**src/rtl/sub16_serial.sv**
```systemverilog
// Bit-serial 16-bit subtractor: one bit per cycle, LSB first, registered result.
// Optional zero/neg/ovf flag outputs are enabled with SUB16_FLAGS_EN.
module sub16_serial (
    input  logic        clk,
    input  logic        rst,
    input  logic        start,
    input  logic [15:0] a,
    input  logic [15:0] b,
    input  logic        borrow_in,
    output logic        busy,
    output logic        done,
    output logic [15:0] diff,
    output logic        borrow_out
`ifdef SUB16_FLAGS_EN
    ,
    output logic        zero,
    output logic        neg,
    output logic        ovf
`endif
);

    typedef enum logic [1:0] {
        IDLE,
        RUN,
        DONE
    } state_t;

    state_t      state;
    state_t      state_n;
    logic [15:0] a_sh;
    logic [15:0] b_sh;
    logic [14:0] res_sh;
    logic        br;
    logic [3:0]  cnt;
    logic        d_bit;
    logic        br_nx;
    logic [15:0] res_nx;
    logic        last;

    assign d_bit  = a_sh[0] ^ b_sh[0] ^ br;
    assign br_nx  = (~a_sh[0] & b_sh[0])
                  | (~(a_sh[0] ^ b_sh[0]) & br);
    assign res_nx = {d_bit, res_sh};
    assign last   = (cnt == 4'd15);

    assign busy = (state == RUN);
    assign done = (state == DONE);

    always_ff @(posedge clk) begin
        if (rst) begin
            state <= IDLE;
        end else begin
            state <= state_n;
        end
    end

    always_comb begin
        state_n = state;
        unique case (state)
            IDLE: if (start) state_n = RUN;
            RUN:  if (last) state_n = DONE;
            DONE: state_n = IDLE;
            default: state_n = IDLE;
        endcase
    end

    always_ff @(posedge clk) begin
        if (rst) begin
            a_sh       <= '0;
            b_sh       <= '0;
            res_sh     <= '0;
            br         <= 1'b0;
            cnt        <= '0;
            diff       <= '0;
            borrow_out <= 1'b0;
        end else if (state == IDLE && start) begin
            a_sh <= a;
            b_sh <= b;
            br   <= borrow_in;
            cnt  <= '0;
        end else if (state == RUN) begin
            a_sh   <= {1'b0, a_sh[15:1]};
            b_sh   <= {1'b0, b_sh[15:1]};
            res_sh <= res_nx[15:1];
            br     <= br_nx;
            cnt    <= cnt + 4'd1;
            if (last) begin
                diff       <= res_nx;
                borrow_out <= br_nx;
            end
        end
    end

`ifdef SUB16_FLAGS_EN
    // Operand sign bits are shifted out during RUN, so keep copies for ovf.
    logic a_msb;
    logic b_msb;

    always_ff @(posedge clk) begin
        if (rst) begin
            a_msb <= 1'b0;
            b_msb <= 1'b0;
            zero  <= 1'b0;
            neg   <= 1'b0;
            ovf   <= 1'b0;
        end else if (state == IDLE && start) begin
            a_msb <= a[15];
            b_msb <= b[15];
        end else if (state == RUN && last) begin
            zero <= (res_nx == 16'h0000);
            neg  <= res_nx[15];
            ovf  <= (a_msb != b_msb) && (res_nx[15] != a_msb);
        end
    end
`endif

endmodule

```
**config.mk**
```make
export PLATFORM = sky130hd
export DESIGN_NAME = sub16_serial
export DESIGN_NICKNAME = d
export VERILOG_FILES = /design/src/rtl/sub16_serial.sv
export SDC_FILE = /design/constraint.sdc
export NUM_CORES = 1
export LEC_CHECK = 0
export BUFFER_PORTS_ARGS = -buffer_cell sky130_fd_sc_hd__buf_2
export CORE_UTILIZATION = 59
export CTS_CLUSTER_SIZE = 25
export DETAILED_ROUTE_END_ITERATION = 10
export PLACE_DENSITY = 0.84
export SETUP_SLACK_MARGIN = 0.1
export SYNTH_ARGS = -nofsm -noshare
export SYNTH_HDL_FRONTEND = slang
export SYNTH_SLANG_ARGS = --single-unit
```
**constraint.sdc**
```tcl
create_clock -name clk -period 2.6 [get_ports clk]
set_input_delay 0.52 -clock clk [delete_from_list [all_inputs] [get_ports clk]]
set_output_delay 0.52 -clock clk [all_outputs]
set_load 0.005 [all_outputs]
```
# Yosys cells after proc, flatten, opt, wreduce, memory -nomap -nowiden

Index checks and enable logic that the tools add are counted.

Register bits after elaboration: 71
Latch bits: 0
Memory bits (writable): 0
Memory bits (read-only): 0
Input bits: 36
Output and inout port bits: 19
Word-level logic and storage cells: 38
Memories kept: 0

$add $sub $neg: 1
$mul: 0
Divide/modulo/power cells: 0
$lt $le $gt $ge: 0
Equality and inequality tests: 5
Shift-type cells: 0
Mux-type cells: 9
Bitwise gates (word level): 8
Reduce and logical (&&, ||, !) cells: 7

Operator list:

| operator            | number |
|---|---|
| $mux 16             | 4 |
| $add 4x1->4 const B | 1 |
| $eq 4x4->1 const B  | 1 |
| $mux 2              | 2 |
| $pmux 2 s2          | 1 |
| $reduce_and 2->1    | 2 |
| $not 1->1           | 3 |
| $reduce_and 3->1    | 1 |
| $and 1x1->1         | 2 |
| $eq 2x1->1 const B  | 1 |
| $eq 2x2->1 const B  | 1 |
| $logic_not 2->1     | 1 |
| $mux 1              | 2 |
| $ne 2x1->1 const B  | 1 |
| $ne 2x2->1 const B  | 1 |
| $reduce_bool 2->1   | 1 |
| $reduce_or 2->1     | 1 |
| $xor 1x1->1         | 2 |
| $logic_and 1x1->1   | 1 |
| $or 1x1->1          | 1 |

# Depth between registers and ports, before layout

Gate-level depths: netlist of run 1.

Word-level depth: 6
Depth in mapped cells: 7
Depth with buffers taken out: 5

# Worst setup path before layout of run 1

OpenSTA, ideal clock, no wires.

Path kind: input to register
Start point: input rst
End point: register b_sh[13]
Library setup time: 0.122 ns
Arrival: 1.507 ns
Data required time: 2.478 ns
Path slack: 0.971 ns
Stages: 6
Buffers on the path: 3
Path through: clkbuf_1 inv_1 and2_4 buf_6 buf_6 a221o_1

RTL lines:

| element              | RTL line | source |
|---|---|---|
| start, declared      | 5        | `input logic rst,` |
| end signal, assigned | 83       | `b_sh <= {1'b0, b_sh[15:1]};` |
| end, declared        | 31       | `logic [15:0] b_sh;` |

# Final worst setup path of run 1

Start point: register state[1]
End point: output busy

Longest elaborated chain between the ends: 1

RTL lines:

| element                | RTL line | source |
|---|---|---|
| start, declared        | 28       | `state_t state;` |
| start signal, assigned | 53       | `state <= state_n;` |
| $eq 2x1->1             | 46       | `assign busy = (state == RUN);` |
| end, declared          | 10       | `output logic busy,` |

No other way between the ends.

==> impl_table.tex, run 1 <==
\begin{tabular}{lr}
\hline
Metric & Value \\
\hline
\multicolumn{2}{l}{\textbf{Finish}} \\
Utilization of the core after routing & around 70\% \\
Area delta synth->final & 17.7\% \\
Number of inserted filler cells in the final layout & about 340 \\
Highest-count cells in the layout ignoring fill and taps & 71 x sky130\_fd\_sc\_hd\_\_dfxtp\_1, 54 x sky130\_fd\_sc\_hd\_\_buf\_2, 36 x sky130\_fd\_sc\_hd\_\_a21oi\_1 \\
Final antenna diode count & 0 \\
Post-Layout Inst Area & between 0.003 and 0.004 mm\^{}2 \\
Non-filler instance count after layout & about 430 \\
Fraction of layout cells with a size suffix above 1 & between 20\% and 30\% \\
\# nets final & just under 400 \\
Commonest non-fill, non-tap cell in the layout & sky130\_fd\_sc\_hd\_\_dfxtp\_1 \\
\multicolumn{2}{l}{\textbf{Clock network}} \\
Skew-Pair Late Insertion Delay & 0.33 ns \\
Clk slew on worst S/H paths & 0.08 ns \\
Number of CTS-inserted buffers & 9 \\
Count of buffers added by post-CTS timing repair for setup & 0 \\
Count of hold-fix buffers inserted at cts & 0 \\
CTS tree & built \\
H-tree depth & 3 \\
Buffer cell driving the clock tree root & sky130\_fd\_sc\_hd\_\_clkbuf\_8 \\
Post\_cts resized & 0 \\
Clock tree sinks & 71 \\
Max Root-Sink Buffers & 2 \\
\multicolumn{2}{l}{\textbf{Global routing}} \\
Met2 Use GR & a little over a third \\
Number of global-route vias before repair & a little over 2000 \\
Wire length of the first global-routing pass & approximately 9500 um \\
Largest net degree at the start of global routing & 50 \\
M1 GR Usage & between 30\% and 40\% \\
Most heavily used metal layer in global routing & met2 \\
Initial antenna violation count & 0 \\
Total global-route track usage & a little under a quarter \\
Overall overflow remaining after global route & 0 \\
Met3 layer usage reported by global route & under 10\% \\
\multicolumn{2}{l}{\textbf{STA}} \\
Final hold violation count & 0 \\
Max\_slew headroom & a little over two thirds \\
Max-slew violation count & 0 \\
Layout Skew & 0.00789 ns \\
Maximum clock frequency & about 0.52 GHz \\
Unrepaired setup endpoints after global routing & no \\
Worst slew pin tran & 0.458 ns \\
Total negative setup slack & 0 ns \\
Total setup violations reported at the end of the flow & 0 \\
Final min period & 1.92 ns \\
Final clock period utilization by the worst path & roughly three quarters \\
\multicolumn{2}{l}{\textbf{Setup path}} \\
Worst endpoint data arrival time & $\sim$1.4 ns \\
Startpoint types & flip-flop \\
CP top delay family & flip-flops \\
Series of cell instances along the critical path & nand2b\_2 -> inv\_1 -> buf\_2 \\
Worst setup EP type & primary output \\
Buffers plus inverters on the worst setup path & 2 \\
Worst setup path class & reg2out \\
Max stage delay on crit path & 0.58 ns \\
Worst-path cell with the longest stage delay & sky130\_fd\_sc\_hd\_\_dfxtp\_1 \\
First element of the critical path & state[1] \\
Endpoint required time on the critical path & between 2 and 2.5 ns \\
Worst R2R Start & state[0] \\
CP Max Fanout & 11 \\
\multicolumn{2}{l}{\textbf{Synth}} \\
Yosys synthesis warning count & 0 \\
Post-synthesis average cell area & between 9 and 10 um\^{}2 \\
Sequential cell area fraction in the yosys report & just under 50\% \\
Flops \& latches, synth & 71 \\
Synthesized netlist net count & roughly 350 \\
Syn Std Cell Area & between 0.002 and 0.003 mm\^{}2 \\
Post-Synthesis Cells & between 300 and 400 \\
Library cells used by synthesis & 36 \\
\multicolumn{2}{l}{\textbf{Route}} \\
Pre-antenna DRT Iters & 4 \\
Via count & 2290 \\
Number of DRC violations after detailed routing & 0 \\
Drt initial violations & roughly 160 \\
Wirelength per Cell & 13.5 um \\
Via/cell ratio & approximately 5.4 \\
Antenna Nets Post-Route & 0 \\
Routed Wire Length & 5790 um \\
\multicolumn{2}{l}{\textbf{Placement}} \\
Quantity of I/O buffers inserted on ports & 54 \\
Area after DPL & 0.00313 mm\^{}2 \\
Final weighted congestion of routability-driven global placement & between 0.7 and 0.8 \\
Placed Instances & 411 \\
Final HPWL DP & about 3400 um \\
\multicolumn{2}{l}{\textbf{Power}} \\
Peak supply drop & about 0.00042 V \\
PD cells & $\sim$750 mW/mm\^{}2 \\
Static Leakage & between 1 and 1.5 nW \\
Overall Power & $\sim$0.0026 W \\
\multicolumn{2}{l}{\textbf{Run status}} \\
Outcome & finished, final reports clean \\
\multicolumn{2}{l}{\textbf{Flow run}} \\
\# Max-Cap Violations & 0 \\
\multicolumn{2}{l}{\textbf{Floorplanning}} \\
Chip width & around 70 um \\
Top-level port count & 55 \\
Core Footprint & 0.00472 mm\^{}2 \\
Total Die Area & slightly above 0.005 mm\^{}2 \\
Floorplan row count & 25 \\
Starting density of the core & between 60 and 70\% \\
Vertical extent of the die & between 70 and 80 um \\
\multicolumn{2}{l}{\textbf{Hold path}} \\
Path category of the worst min-delay check & in2reg \\
Hold Crit Start & a[15] \\
\hline
\end{tabular}
## cells in the mapped netlist, drive strengths merged
cell type,number,share of area (%)
a221o,28,9.7
nand3b,2,0.52
a221oi,1,0.30
dfxtp,71,49
nand2b,1,0.30
ha,1,0.43
nand2,31,4.0
a31oi,1,0.22
o21a,1,0.26
or3,16,3.5
a22oi,1,0.26
nor3,1,0.17
mux2,1,0.39
o221a,2,0.78
o21bai,1,0.65
a21o,1,0.26
inv,21,2.7
clkbuf,15,2.0
nor2b,1,0.22
mux2i,1,0.35
nor4b,1,0.82
a41oi,1,0.30
and2,29,6.4
a22o,2,0.61
a211oi,1,0.26
nor2,11,1.4
buf,14,3.8
fa,1,0.69
nand3,2,0.35
a32o,1,0.35
o21ai,16,2.8
a21oi,36,6.2
## worst reg2reg max path: stages (launching register included)
cell	delay (ns)
sky130_fd_sc_hd__dfxtp_1	0.61
sky130_fd_sc_hd__nand2b_2	0.17
sky130_fd_sc_hd__inv_1	0.14
sky130_fd_sc_hd__buf_4	0.25
sky130_fd_sc_hd__a41oi_1	0.18
sky130_fd_sc_hd__a211oi_1	0.26
## final timing paths
path | to | slack [ns] | cells past startpoint
max | busy | 0.68 | 3
min | a_sh[15] | 0.40 | 2
max reg2reg | borrow_out | 0.91 | 5
min reg2reg | res_sh[0] | 0.46 | 2
## power by group
part | leakage, nW | internal, W | switching [W]
logic | 0.656 | 0.0000888 | 0.000112
clock network | 0.136 | 0.000787 | 0.000404
registers | 0.578 | 0.00114 | 0.0000357
## flip-flops by register name, indices dropped and copies added (netlist names)
signal	flops
state	2
diff	16
b_sh	16
a_sh	16
borrow_out	1
br	1
res_sh	15
cnt	4
## metal layers
metal | vias up | share of wire [%] | routed length, um
met4 | 0 | 1.5 | 88
met5 | - | 0 | 0
met3 | 7 | 4.4 | 254
met1 | 1049 | 45 | 2630
li1 | 1174 | - | -
met2 | 60 | 49 | 2810
## metrics by stage
stage / setup slack [ns] / hold WS (ns)
floorplan: 0.971 / 0.436
global placement: 0.994 / 0.443
detailed placement: 0.926 / 0.448
CTS: 0.673 / 0.381
global route: 0.615 / 0.384
finish: 0.680 / 0.396
## cell families after synthesis
group | Yosys count | synth area share [%]
compound gates | 93 | 22.9
fa+ha+maj | 2 | 1.12
buf+inv | 50 | 8.51
flops | 71 | 49.1
mux | 2 | 0.735
simple gates | 95 | 17.6
## cell type report
class | instances | area (um^2) | share of cell area (%)
flip-flops and latches | 71 | 1420 | 41.7
multi-input cells | 192 | 1230 | 36.1
repair buffers | 60 | 315 | 9.25
clock buffers | 11 | 151 | 4.44
clock inverters | 5 | 128 | 3.74
well taps | 67 | 83.8 | 2.46
inverters | 21 | 78.8 | 2.31
Note: power is estimated with default switching activity, not from simulation.
==> run 2, diff against run 1 <==
CORE_UTILIZATION = 54   (was 59)
PLACE_DENSITY = 0.78   (was 0.84)
clock period = 1.92 ns   (was 2.6 ns; I/O delays follow)
==> run 2 against run 1 <==
Sequential power rose by 35%. Clock skew fell by 0.00087 ns. Critical endpoint unchanged. Die area rose by 9.0%.
==> impl_table.tex, run 2 (same netlist as run 1, synthesis figures left out) <==
\begin{tabular}{lr}
\hline
Metric & Value \\
\hline
\multicolumn{2}{l}{\textbf{Route}} \\
Via count & 2312 (was 2290) \\
Routed Wire Length & 5670 um (was 5790 um) \\
Wirelength per Cell & 13.1 um (was 13.5 um) \\
Number of DRC violations after detailed routing & 0 (unchanged) \\
Drt initial violations & 145 (was 163) \\
Via/cell ratio & 5.33 (was 5.36) \\
Pre-antenna DRT Iters & 4 (unchanged) \\
Antenna Nets Post-Route & 0 (unchanged) \\
\multicolumn{2}{l}{\textbf{Global routing}} \\
Wire length of the first global-routing pass & 8830 um (was 9540 um) \\
Total global-route track usage & 20.6\% (was 23.9\%) \\
Initial antenna violation count & 0 (unchanged) \\
Overall overflow remaining after global route & 0 (unchanged) \\
Largest net degree at the start of global routing & 53 (was 50) \\
Number of global-route vias before repair & 1922 (was 2066) \\
\multicolumn{2}{l}{\textbf{STA}} \\
Unrepaired setup endpoints after global routing & no (unchanged) \\
Max\_slew headroom & 56.8\% (was 69.4\%) \\
Layout Skew & 0.00702 ns (was 0.00789 ns) \\
Max-slew violation count & 0 (unchanged) \\
Total negative setup slack & 0 ns (unchanged) \\
Total setup violations reported at the end of the flow & 0 (unchanged) \\
Final min period & roughly 1.7 ns \\
Worst slew pin tran & 0.647 ns (was 0.458 ns) \\
Final clock period utilization by the worst path & roughly 89\% \\
Final hold violation count & 0 (unchanged) \\
Maximum clock frequency & around 0.58 GHz \\
\multicolumn{2}{l}{\textbf{Floorplanning}} \\
Floorplan row count & 26 (was 25) \\
Top-level port count & 55 (unchanged) \\
Total Die Area & 0.00566 mm\^{}2 (was 0.00519 mm\^{}2) \\
Core Footprint & 0.00514 mm\^{}2 (was 0.00472 mm\^{}2) \\
Vertical extent of the die & 75.2 um (was 72.1 um) \\
Chip width & 75.2 um (was 72.1 um) \\
Starting density of the core & 56.3\% (was 61.3\%) \\
\multicolumn{2}{l}{\textbf{Finish}} \\
Number of inserted filler cells in the final layout & 435 (was 344) \\
Seq. cell area & 0.00142 mm\^{}2 (unchanged) \\
Utilization of the core after routing & 66.1\% (was 72.2\%) \\
Area delta synth->final & 17.4\% (was 17.7\%) \\
Fraction of layout cells with a size suffix above 1 & 23.9\% (was 23.3\%) \\
\# nets final & 397 (was 393) \\
Registers with the highest flip-flop counts & a\_sh (16), b\_sh (16), diff (16) (unchanged) \\
Commonest non-fill, non-tap cell in the layout & sky130\_fd\_sc\_hd\_\_dfxtp\_1 (unchanged) \\
Highest-count cells in the layout ignoring fill and taps & 71 x sky130\_fd\_sc\_hd\_\_dfxtp\_1, 54 x sky130\_fd\_sc\_hd\_\_buf\_2, 36 x sky130\_fd\_sc\_hd\_\_a21oi\_1 (unchanged) \\
Multi-input gate area in the final layout & 0.00123 mm\^{}2 (about the same) \\
Final antenna diode count & 0 (unchanged) \\
\multicolumn{2}{l}{\textbf{Flow run}} \\
\# Max-Cap Violations & 0 (unchanged) \\
\multicolumn{2}{l}{\textbf{Power}} \\
Peak supply drop & 0.000488 V (was 0.000418 V) \\
PD cells & 891 mW/mm\^{}2 (was 752 mW/mm\^{}2) \\
Static Leakage & 1.36 nW (was 1.37 nW) \\
\multicolumn{2}{l}{\textbf{Setup path}} \\
Worst endpoint data arrival time & 1.33 ns (was 1.40 ns) \\
Worst reg2reg path depth & 5 (unchanged) \\
Worst setup path end & busy (unchanged) \\
Worst R2R Start & cnt[0] (was state[0]) \\
CP top delay family & buffers and inverters (was flip-flops) \\
Buffers plus inverters on the worst setup path & 3 (was 2) \\
Worst setup path class & reg2out (unchanged) \\
Max stage delay on crit path & 0.33 ns (was 0.58 ns) \\
Endpoint required time on the critical path & 1.54 ns (was 2.08 ns) \\
Worst setup EP type & primary output (unchanged) \\
First element of the critical path & state[1] (unchanged) \\
R2R Path End & diff[4] (was borrow\_out) \\
Startpoint types & flip-flop (unchanged) \\
Worst-path cell with the longest stage delay & sky130\_fd\_sc\_hd\_\_dfxtp\_1 (unchanged) \\
Critical path depth & 4 (was 3) \\
CP Max Fanout & 52 (was 11) \\
R2r setup slk & 0.31 ns (was 0.91 ns) \\
Series of cell instances along the critical path & nand2b\_2 -> buf\_12 -> clkinvlp\_4 -> buf\_2 (was nand2b\_2 -> inv\_1 -> buf\_2) \\
\multicolumn{2}{l}{\textbf{Clock network}} \\
Clock tree sinks & 71 (unchanged) \\
Skew-Pair Late Insertion Delay & 0.33 ns (about the same) \\
CTS tree & built (unchanged) \\
Count of hold-fix buffers inserted at cts & 0 (unchanged) \\
Number of CTS-inserted buffers & 9 (unchanged) \\
H-tree depth & 3 (unchanged) \\
Max Root-Sink Buffers & 2 (unchanged) \\
Clk slew on worst S/H paths & 0.07 ns (was 0.08 ns) \\
Buffer cell driving the clock tree root & sky130\_fd\_sc\_hd\_\_clkbuf\_8 (unchanged) \\
\multicolumn{2}{l}{\textbf{Placement}} \\
Final weighted congestion of routability-driven global placement & 0.832 (was 0.753) \\
Quantity of I/O buffers inserted on ports & 54 (unchanged) \\
Final HPWL DP & 3480 um (was 3440 um) \\
\multicolumn{2}{l}{\textbf{Run status}} \\
Outcome & finished, final reports clean (unchanged) \\
\multicolumn{2}{l}{\textbf{Hold path}} \\
Path category of the worst min-delay check & in2reg (unchanged) \\
\hline
\end{tabular}
[run 2: changes by cell type in the layout (fill, tap and decap cells not counted), moves of 2 or more]
cell and delta:
sky130_fd_sc_hd__buf_12 +3, sky130_fd_sc_hd__clkbuf_1 +2, sky130_fd_sc_hd__clkinv_2 +3, sky130_fd_sc_hd__bufinv_16 -3
[run 2: power by group]
group,switching [W],internal (W)
Sequential,0.0000395,0.00154
Combinational,0.000164,0.000138
Clock,0.000519,0.000631
[run 2: stage by stage]
step / hold WS, ns / setup WS [ns] / instances / power, W / area [um^2]
after floorplan: 0.436 / 0.427 / 313 / 0.00182 / 2900
after global placement: 0.443 / 0.262 / 417 / 0.00189 / 3190
after detailed placement: 0.448 / 0.212 / 417 / 0.00190 / 3190
after CTS: 0.260 / 0.194 / 434 / 0.00305 / 3390
after global routing: 0.273 / 0.113 / 434 / 0.00316 / 3400
final: 0.278 / 0.202 / 434 / 0.00303 / 3400
[run 2: how the worst min path moves through the flow]
| stage | startpoint | end | depth (start not counted) |
|---|---|---|---|
| after floorplan | res_sh[0] | res_sh[0] | 2 |
| after global placement | res_sh[0] | res_sh[0] | 2 |
| after detailed placement | res_sh[0] | res_sh[0] | 2 |
| after CTS | a[15] | a_sh[15] | 2 |
| after global routing | a[15] | a_sh[15] | 2 |
| final | a[15] | a_sh[15] | 2 |
[run 2: layout make-up]
class | count | share of cell area, %
clock buffers | 12 | 4.27
clock inverters | 4 | 1.32
inverters | 21 | 2.43
multi-input cells | 192 | 36.3
flip-flops and latches | 71 | 41.8
well taps | 70 | 2.58
repair buffers | 64 | 11.3
[run 2: worst register-to-register path: cells and delay by family, from the launching register on]
family | cells | cell delay (ns)
AND/OR/NAND/NOR | 2 | 0.56
flip-flops | 1 | 0.37
buffers and inverters | 1 | 0.25
adder cells (fa/ha/maj) | 1 | 0.22
AO/OA/AOI/OAI | 1 | 0.15
[run 2: metal layers]
metal | global-route usage, % | part of all wire [%]
met5 | 0 | 0
met4 | 6.38 | 0.48
met3 | 5.49 | 3.9
met2 | 31.3 | 47
met1 | 28.8 | 48
[run 2: repair_timing]
| action | CTS | global route |
|---|---|---|
| gates resized for setup | 1 | 1 |
| setup buffers | 1 | 0 |
| pin swaps | 0 | 0 |
| setup endpoints to repair | 1 | 14 |
